===== config.mk =====
export PLATFORM = sky130hd
export DESIGN_NAME = fila_bytes
export DESIGN_NICKNAME = d
export VERILOG_FILES = /design/src/rtl/fila_bytes.sv
export SDC_FILE = /design/constraint.sdc
export NUM_CORES = 1
export LEC_CHECK = 0
export ABC_AREA = 0
export CAP_MARGIN = 20
export CORE_MARGIN = 4
export CORE_UTILIZATION = 45
export DETAILED_ROUTE_END_ITERATION = 10
export GPL_TIMING_DRIVEN = 0
export SETUP_SLACK_MARGIN = 0.05
export SYNTH_ARGS = -nofsm -noshare
export SYNTH_HDL_FRONTEND = slang
export SYNTH_SLANG_ARGS = --single-unit
export TNS_END_PERCENT = 10

===== constraint.sdc =====
create_clock -name clock_100KHz -period 4.97 [get_ports clock_100KHz]
set_input_delay 0.994 -clock clock_100KHz [delete_from_list [all_inputs] [get_ports clock_100KHz]]
set_output_delay 0.994 -clock clock_100KHz [all_outputs]
set_load 0.05 [all_outputs]

===== src/rtl/fila_bytes.sv =====
// Byte FIFO behind the serial-to-byte deserializer: one ack pulse per accepted byte, oldest-first pops.
// Define FILA_CLEAR_EN to add a synchronous clear_in; states: IDLE wait byte | ACK ack pulse | WAIT_LOW wait ready low.
module fila_bytes #(
  parameter int DEPTH = 8,
  parameter int WIDTH = 8
) (
  input  logic                         clock_100KHz,
  input  logic                         reset,
`ifdef FILA_CLEAR_EN
  input  logic                         clear_in,
`endif
  input  logic                         data_ready_in,
  input  logic [WIDTH-1:0]             data_in,
  output logic                         ack_out,
  input  logic                         dequeue_in,
  output logic [WIDTH-1:0]             data_out,
  output logic                         data_valid,
  output logic [$clog2(DEPTH+1)-1:0]   len_out,
  output logic                         empty_out,
  output logic                         full_out
);

  localparam int AW = $clog2(DEPTH);
  localparam int LW = $clog2(DEPTH+1);

  typedef enum logic [1:0] {IDLE, ACK, WAIT_LOW} state_t;

  state_t           state_q, state_d;
  logic [AW-1:0]    wr_ptr_q, wr_ptr_d;
  logic [AW-1:0]    rd_ptr_q, rd_ptr_d;
  logic [LW-1:0]    len_q, len_d;
  logic             empty_q, empty_d;
  logic             full_q, full_d;
  logic             ack_q, ack_d;
  logic             valid_q, valid_d;
  logic [WIDTH-1:0] dout_q, dout_d;
  logic [WIDTH-1:0] mem_q [DEPTH];
  logic             wr_en, rd_en, clr;

`ifdef FILA_CLEAR_EN
  assign clr = clear_in;
`else
  assign clr = 1'b0;
`endif

  // Full is the registered flag, so a pop in the same cycle does not open space yet.
  assign wr_en = (state_q == IDLE) && data_ready_in && !full_q && !clr;
  assign rd_en = dequeue_in && !empty_q && !clr;

  always_comb begin
    state_d  = state_q;
    ack_d    = 1'b0;
    wr_ptr_d = wr_ptr_q;
    rd_ptr_d = rd_ptr_q;
    len_d    = len_q;
    dout_d   = dout_q;
    valid_d  = rd_en;

    case (state_q)
      IDLE:     if (wr_en) begin
                  state_d = ACK;
                  ack_d   = 1'b1;
                end
      ACK:      state_d = WAIT_LOW;
      WAIT_LOW: if (!data_ready_in) state_d = IDLE;
      default:  state_d = IDLE;
    endcase

    if (wr_en) wr_ptr_d = wr_ptr_q + AW'(1);
    if (rd_en) begin
      rd_ptr_d = rd_ptr_q + AW'(1);
      dout_d   = mem_q[rd_ptr_q];
    end

    case ({wr_en, rd_en})
      2'b10:   len_d = len_q + LW'(1);
      2'b01:   len_d = len_q - LW'(1);
      default: len_d = len_q;
    endcase

    // Clear parks the FSM in WAIT_LOW so a byte still being offered is not written twice.
    if (clr) begin
      state_d  = WAIT_LOW;
      ack_d    = 1'b0;
      wr_ptr_d = '0;
      rd_ptr_d = '0;
      len_d    = '0;
      valid_d  = 1'b0;
    end

    empty_d = (len_d == '0);
    full_d  = (len_d == LW'(DEPTH));
  end

  always_ff @(posedge clock_100KHz or posedge reset) begin
    if (reset) begin
      state_q  <= IDLE;
      ack_q    <= 1'b0;
      wr_ptr_q <= '0;
      rd_ptr_q <= '0;
      len_q    <= '0;
      empty_q  <= 1'b1;
      full_q   <= 1'b0;
      valid_q  <= 1'b0;
      dout_q   <= '0;
    end else begin
      state_q  <= state_d;
      ack_q    <= ack_d;
      wr_ptr_q <= wr_ptr_d;
      rd_ptr_q <= rd_ptr_d;
      len_q    <= len_d;
      empty_q  <= empty_d;
      full_q   <= full_d;
      valid_q  <= valid_d;
      dout_q   <= dout_d;
    end
  end

  always_ff @(posedge clock_100KHz) begin
    if (wr_en) mem_q[wr_ptr_q] <= data_in;
  end

  assign ack_out    = ack_q;
  assign data_out   = dout_q;
  assign data_valid = valid_q;
  assign len_out    = len_q;
  assign empty_out  = empty_q;
  assign full_out   = full_q;

endmodule


==> flow_metrics.py <==
metrics = {
    "critical_path": {
        "critical_path_arrival_ns": 3.78,
        "critPathLaunchType": "input port",
        "r2r_slack_ns": 1.92,
        "crit_type": "input port to register",
        "end_kind": "register",
        "cp_max_fo": 10,
        "crit_required_ns": 5.20,
    },
    "detailed_routing": {
        "via_count": 1796,
        "ant_nets": 0,
        "drt-vias-per-instance": 5.24,
        "dr.pass1.iters": 6,
        "drc_errors": 0,
        "routed_wl_um": 6470,
        "wl_per_cell_um": 18.8,
        "dr.first_iter.drc_count": 97,
    },
    "clocking": {
        "cts.clk_slew.worst_paths_ns": 0.08,
        "clockBufferDepth": 2,
        "post_cts_buffers": 0,
        "cts_resized": 0,
        "cts_root_buf": "clkbuf_8",
        "cts_htree_levels": 3,
        "clk_latency_ns": 0.34,
        "ctsHoldBuffers": 0,
        "cts_buffers": 9,
        "cts.sinks": 88,
        "cts_tree": "built",
    },
    "cells_and_area": {
        "n_fill_cell": 634,
        "multiInputGateArea_sq_um": 961,
        "area_growth_pct": 17.6,
        "nNetsFinal": 253,
        "diodes": 0,
        "seq_area_sq_mm": 0.00252,
        "drive_above_1_share_pct": 14.9,
    },
    "timing": {
        "finalMaxSlewViolations": 0,
        "worstMarginPinSlew_ns": 0.906,
        "fmax_mhz": 282,
        "setup_ws_ns": 1.43,
        "finalSetupViolations": 0,
        "final_hold_viol_count": 0,
        "rsz0062_at_grt": "no",
        "skew_ns": 0.00720,
        "hold_ws_ns": 0.494,
        "min_period_ns": 3.54,
        "post-route-period-util_pct": 71.3,
        "relSlewSlack_pct": 39.3,
        "setup_tns_ns": 0,
    },
    "synth": {
        "synth_top_family_by_area": "multiplexers",
        "ys_top_cells_by_area": "edfxtp_1, dfrtp_1, mux4_2",
        "yosysWarnings": 0,
        "yosys.area_share.adder_pct": 1.76,
        "synth_area_sq_mm": 0.00355,
        "synth_edf_count": 64,
        "synth_xor_area_share_pct": 2.64,
        "syn_area_per_cell_sq_um": 18.0,
        "synth.most_common_cell": "edfxtp_1",
        "synth.mux.area_fraction_pct": 13.8,
        "yosys.area.top_type": "edfxtp_1",
        "yosys.area_share.simple_pct": 6.20,
        "synth_commonest_cells": "edfxtp_1, dfrtp_1, nand2_1, mux4_2",
        "synth_compound_area_share_pct": 2.39,
        "ys_types": 35,
        "synth_cells": 197,
        "ys_ff_latch": 88,
        "synth-async-reset-ratio_pct": 27.3,
        "synthDominantCellAreaShare_pct": 54.1,
        "ys_seq_area_share_pct": 71.0,
        "syn_nets": 214,
        "synthFlopType": "edfxtp_1",
    },
    "die": {
        "die_w_um": 96.9,
        "io_pins": 28,
        "placementRows": 32,
        "start_util_pct": 46.2,
        "core_area_sq_mm": 0.00769,
        "dieArea_sq_mm": 0.00938,
        "die_height_um": 96.9,
    },
    "grt": {
        "grt_max_degree": 25,
        "antenna_found_initial": 0,
        "grt_pass1_wl_um": 10000,
        "overflow": 0,
        "track_usage_pct": 14.4,
        "first_global_vias": 1823,
    },
    "power": {
        "ir_drop_mv": 0.233,
        "power_density_mw_per_mm2": 597,
        "p_leak_nw": 1.51,
    },
    "placed_design": {
        "port_buffers": 27,
        "place_ws_ns": 1.03,
        "place.detailed.hpwl_um": 4040,
        "gp_congestion": 0.733,
    },
    "hold_path": {
        "hold_class": "register to register",
    },
    "run": {
        "cap_violations": 0,
    },
    "outcome": {
        "status": "completed",
    },
}
## critical path: stages
cell and delay [ns]:
clkdlybuf4s50_1 0.40, nand2b_1 0.07, clkbuf_1 0.42, inv_1 0.22
ha_1 0.23, clkbuf_1 0.17, xor2_1 0.19, ha_1 0.19
a21oi_1 0.22, xor3_1 0.27, a31oi_1 0.22, o21ba_2 0.19
## cells in the final DEF (no fill, tap or decap), types with 3 or more instances in the layout
cell type / netlist / final
mux2i_1: 8 / 8
o21ai_1: 8 / 8
clkbuf_8: 0 / 10
inv_1: 4 / 4
xor2_1: 4 / 4
buf_2: 3 / 3
ha_1: 5 / 5
xnor2_1: 4 / 4
edfxtp_1: 64 / 64
mux4_1: 7 / 7
nand2b_1: 5 / 5
nand2_1: 15 / 15
mux4_2: 9 / 9
clkdlybuf4s50_1: 0 / 27
nor2_1: 8 / 8
dfrtp_1: 23 / 23
clkbuf_1: 3 / 5
## state kept, by name, indices dropped and copies added, names as in the netlist
register    count
len_out         4
empty_out       1
rd_ptr_q        3
mem_q          64
full_out        1
data_out        8
wr_ptr_q        3
data_valid      1
state_q         2
ack_out         1
## cell families after synthesis
family,Yosys count
and+or+nand+nor,41
muxes,26
xor gates and xnor gates,9
adders and majority gates,5
DFF,88
AOI/OAI and AO/OA,15
buffers and inverters,13
## report_power, final
part	internal [mW]	switching, mW
clock	0.243	0.234
combinational	0.425	0.545
sequential	0.944	0.102
## routing by layer
metal	part of all wire (%)	wire length [um]	vias up	global-route usage, %
met1	43	2810	909	18.3
met5	0	0	-	0
li1	-	-	838	-
met4	1.3	84	0	5.18
met2	51	3320	41	23.9
met3	3.9	254	8	3.89
## metrics by stage
stage | power [mW] | cell area [sq um] | cells | util (%)
final | 2.49 | 4180 | 343 | 54.4
after global routing | 2.64 | 4180 | 343 | 54.4
after CTS | 2.52 | 4150 | 342 | 54.0
after detailed placement | 2.05 | 3960 | 326 | 51.5
after global placement | 2.02 | 3950 | 326 | 51.4
after floorplan | 1.76 | 3550 | 197 | -
## worst paths after layout
check                             from          end  depth (start not counted)
setup / recovery            dequeue_in     full_out                         12
hold reg to reg            data_out[1]  data_out[1]                          2
hold / removal             data_out[1]  data_out[1]                          2
max in group asynchronous        reset    empty_out                          3
min in group asynchronous        reset  rd_ptr_q[2]                          2
setup reg to reg             empty_out     full_out                         11
## cell type report
type | instances | area share (%)
repair buffers | 28 | 7.13
inverters | 4 | 0.359
multi-input cells | 96 | 23.0
clock inverters | 4 | 1.05
flip-flops and latches | 88 | 60.4
clock buffers | 12 | 3.47
plain buffers | 9 | 1.56
well taps | 102 | 3.05
No activity file was read; power rests on OpenSTA's default activity.
==> RTL change (same flow settings) <==
Encoding of `state_t`: now one-hot (3 bits for 3 states).
--- a/src/rtl/fila_bytes.sv
+++ b/src/rtl/fila_bytes.sv
@@ -25,3 +25,3 @@
 
-  typedef enum logic [1:0] {IDLE, ACK, WAIT_LOW} state_t;
+  typedef enum logic [2:0] {IDLE = 3'b001, ACK = 3'b010, WAIT_LOW = 3'b100} state_t;
 
Function: same outputs for any inputs over 10 cycles, from zero or initial values and one cycle with reset high; not proved beyond that.
==> RTL change against the unedited design <==
  * Global-route usage is 0.057 points higher
  * Worst setup slack worse by 77 ps
  * Cell count is 2.0% higher
  * Sequential cell count is 1 higher
  * Largest power group unchanged
  * Total power is 0.74% higher
  * Wire length is 0.85% lower
  * Combinational power is 2.8% higher
  * Worst hold slack better by 3.2 ps
  * Design area is 0.63% higher
  * Count of clock-buffer cells in the layout is 2 higher
  * Non-clock buffer count is 1 lower
  * Synthesized area is 0.63% higher
  * Clock skew is 3.3 ps higher
  * Utilization is 0.058 points higher
==> RTL change: results (changes against the unedited design) <==
| Metric | Value |
|---|---|
| Max rail drop VDD | `0.249 mV (was 0.233 mV)` |
| Pint | `1.62 mW (was 1.61 mW)` |
| Syn_nets | `221 (was 214)` |
| Largest net degree at the start of global routing | `26 (was 25)` |
| RePlAce Congestion | `0.663 (was 0.733)` |
| Worst reg-to-reg path cell count | `10 (was 11)` |
| Filler cells | `626 (was 634)` |
| GRT Total Usage | `0.145 (was 0.144)` |
| 1st-iter DRT viols | `113 (was 97)` |
| CTS Root Cell | `clkbuf_8 (unchanged)` |
| Data arrival, critical path | `3880 ps (was 3780 ps)` |
| Vias after detailed routing | `1,827 (was 1,796)` |
| DP Wirelength | `4050 um (was 4040 um)` |
| Layout cells sized above 1 | `0.153 (was 0.149)` |
| Drt pass-1 iters | `4 (was 6)` |
| Worst-Margin Slew | `980 ps (was 906 ps)` |
| Ranking of synthesized cells by area | `edfxtp_1 54%, dfrtp_1 16%, mux4_2 5.7% (unchanged)` |
| Nets | `260 (was 253)` |
| Number of global-route vias before repair | `1,817 (was 1,823)` |
| Leakage | `1.53 nW (was 1.51 nW)` |
| Worst clock skew | `10.5 ps (was 7.20 ps)` |
| Top cells by count, synth | `64 x edfxtp_1, 23 x dfrtp_1, 21 x nand2_1, 10 x nor2_1 (was 64 x edfxtp_1, 23 x dfrtp_1, 15 x nand2_1, 9 x mux4_2)` |
| Post-synth ARST share | `0.281 (was 0.273)` |
| First-pass GRT wire length | `10,200 um (was 10,000 um)` |
| Outcome | `completed (unchanged)` |
| Sequential share of the synthesized area | `0.713 (was 0.710)` |
[RTL change: layer usage]
layer,wire length [um],vias to the layer above,global-route usage
met1,2890,928,0.193
li1,-,855,-
met4,85,0,0.0551
met3,220,11,0.0258
met2,3220,33,0.238
met5,0,-,0
[RTL change: cell type report]
cell class,instances,area (sq um),area share
plain buffers,8,62.6,0.0149
repair buffers,28,298,0.0708
well taps,102,128,0.0303
clock inverters,2,8.76,0.00208
clock buffers,14,184,0.0437
inverters,5,18.8,0.00446
multi-input cells,102,956,0.227
flip-flops and latches,89,2550,0.606
[RTL change: cells by family (layout without fill, tap and decap cells)]
kind of cell	after synthesis	count (layout)	synth area share
flip-flops	89	89	0.713
adder cells (fa/ha/maj)	5	5	0.0175
multiplexers	26	26	0.136
buffers and inverters	13	57	0.0227
AND/OR/NAND/NOR	49	49	0.0661
AO/OA/AOI/OAI	15	15	0.0273
XOR/XNOR	7	7	0.0171
[RTL change: critical path, cell delays in order]
cell and delay (ps):
clkdlybuf4s50_1 400, nand2b_1 70, clkbuf_1 520, inv_1 230, ha_1 300, xor2_1 180
ha_1 290, nor3b_1 300, nor2_1 100, a211o_1 300, a211oi_2 190
[RTL change: path summary, 6_finish.rpt]
kind / startpoint / end / slack [ps]
setup reg to reg: empty_out / empty_out / 1850
max in group asynchronous: reset / empty_out / 3500
hold reg to reg: data_out[1] / data_out[1] / 500
min in group asynchronous: reset / data_out[2] / 950
hold / removal: data_out[1] / data_out[1] / 500
setup / recovery: dequeue_in / empty_out / 1350
[RTL change: power by group through the flow]
stage          Sequential (mW)  Combinational (mW)  Clock, mW
3_3_place_gp              1.06               0.997          0
4_1_cts                   1.05                1.01      0.481
6_report                  1.05               0.996      0.469
3_5_place_dp              1.07                1.01          0
2_1_floorplan             1.25               0.533          0
5_1_grt                   1.07                1.08      0.510
[RTL change: per-stage QoR]
step	cell area, sq um	cells	hold WS [ps]	setup slack, ps
after floorplan	3580	204	489	2000
after global routing	4210	350	522	1100
after global placement	3980	333	472	1020
after detailed placement	3990	333	480	981
final	4210	350	497	1350
after CTS	4180	349	499	1340
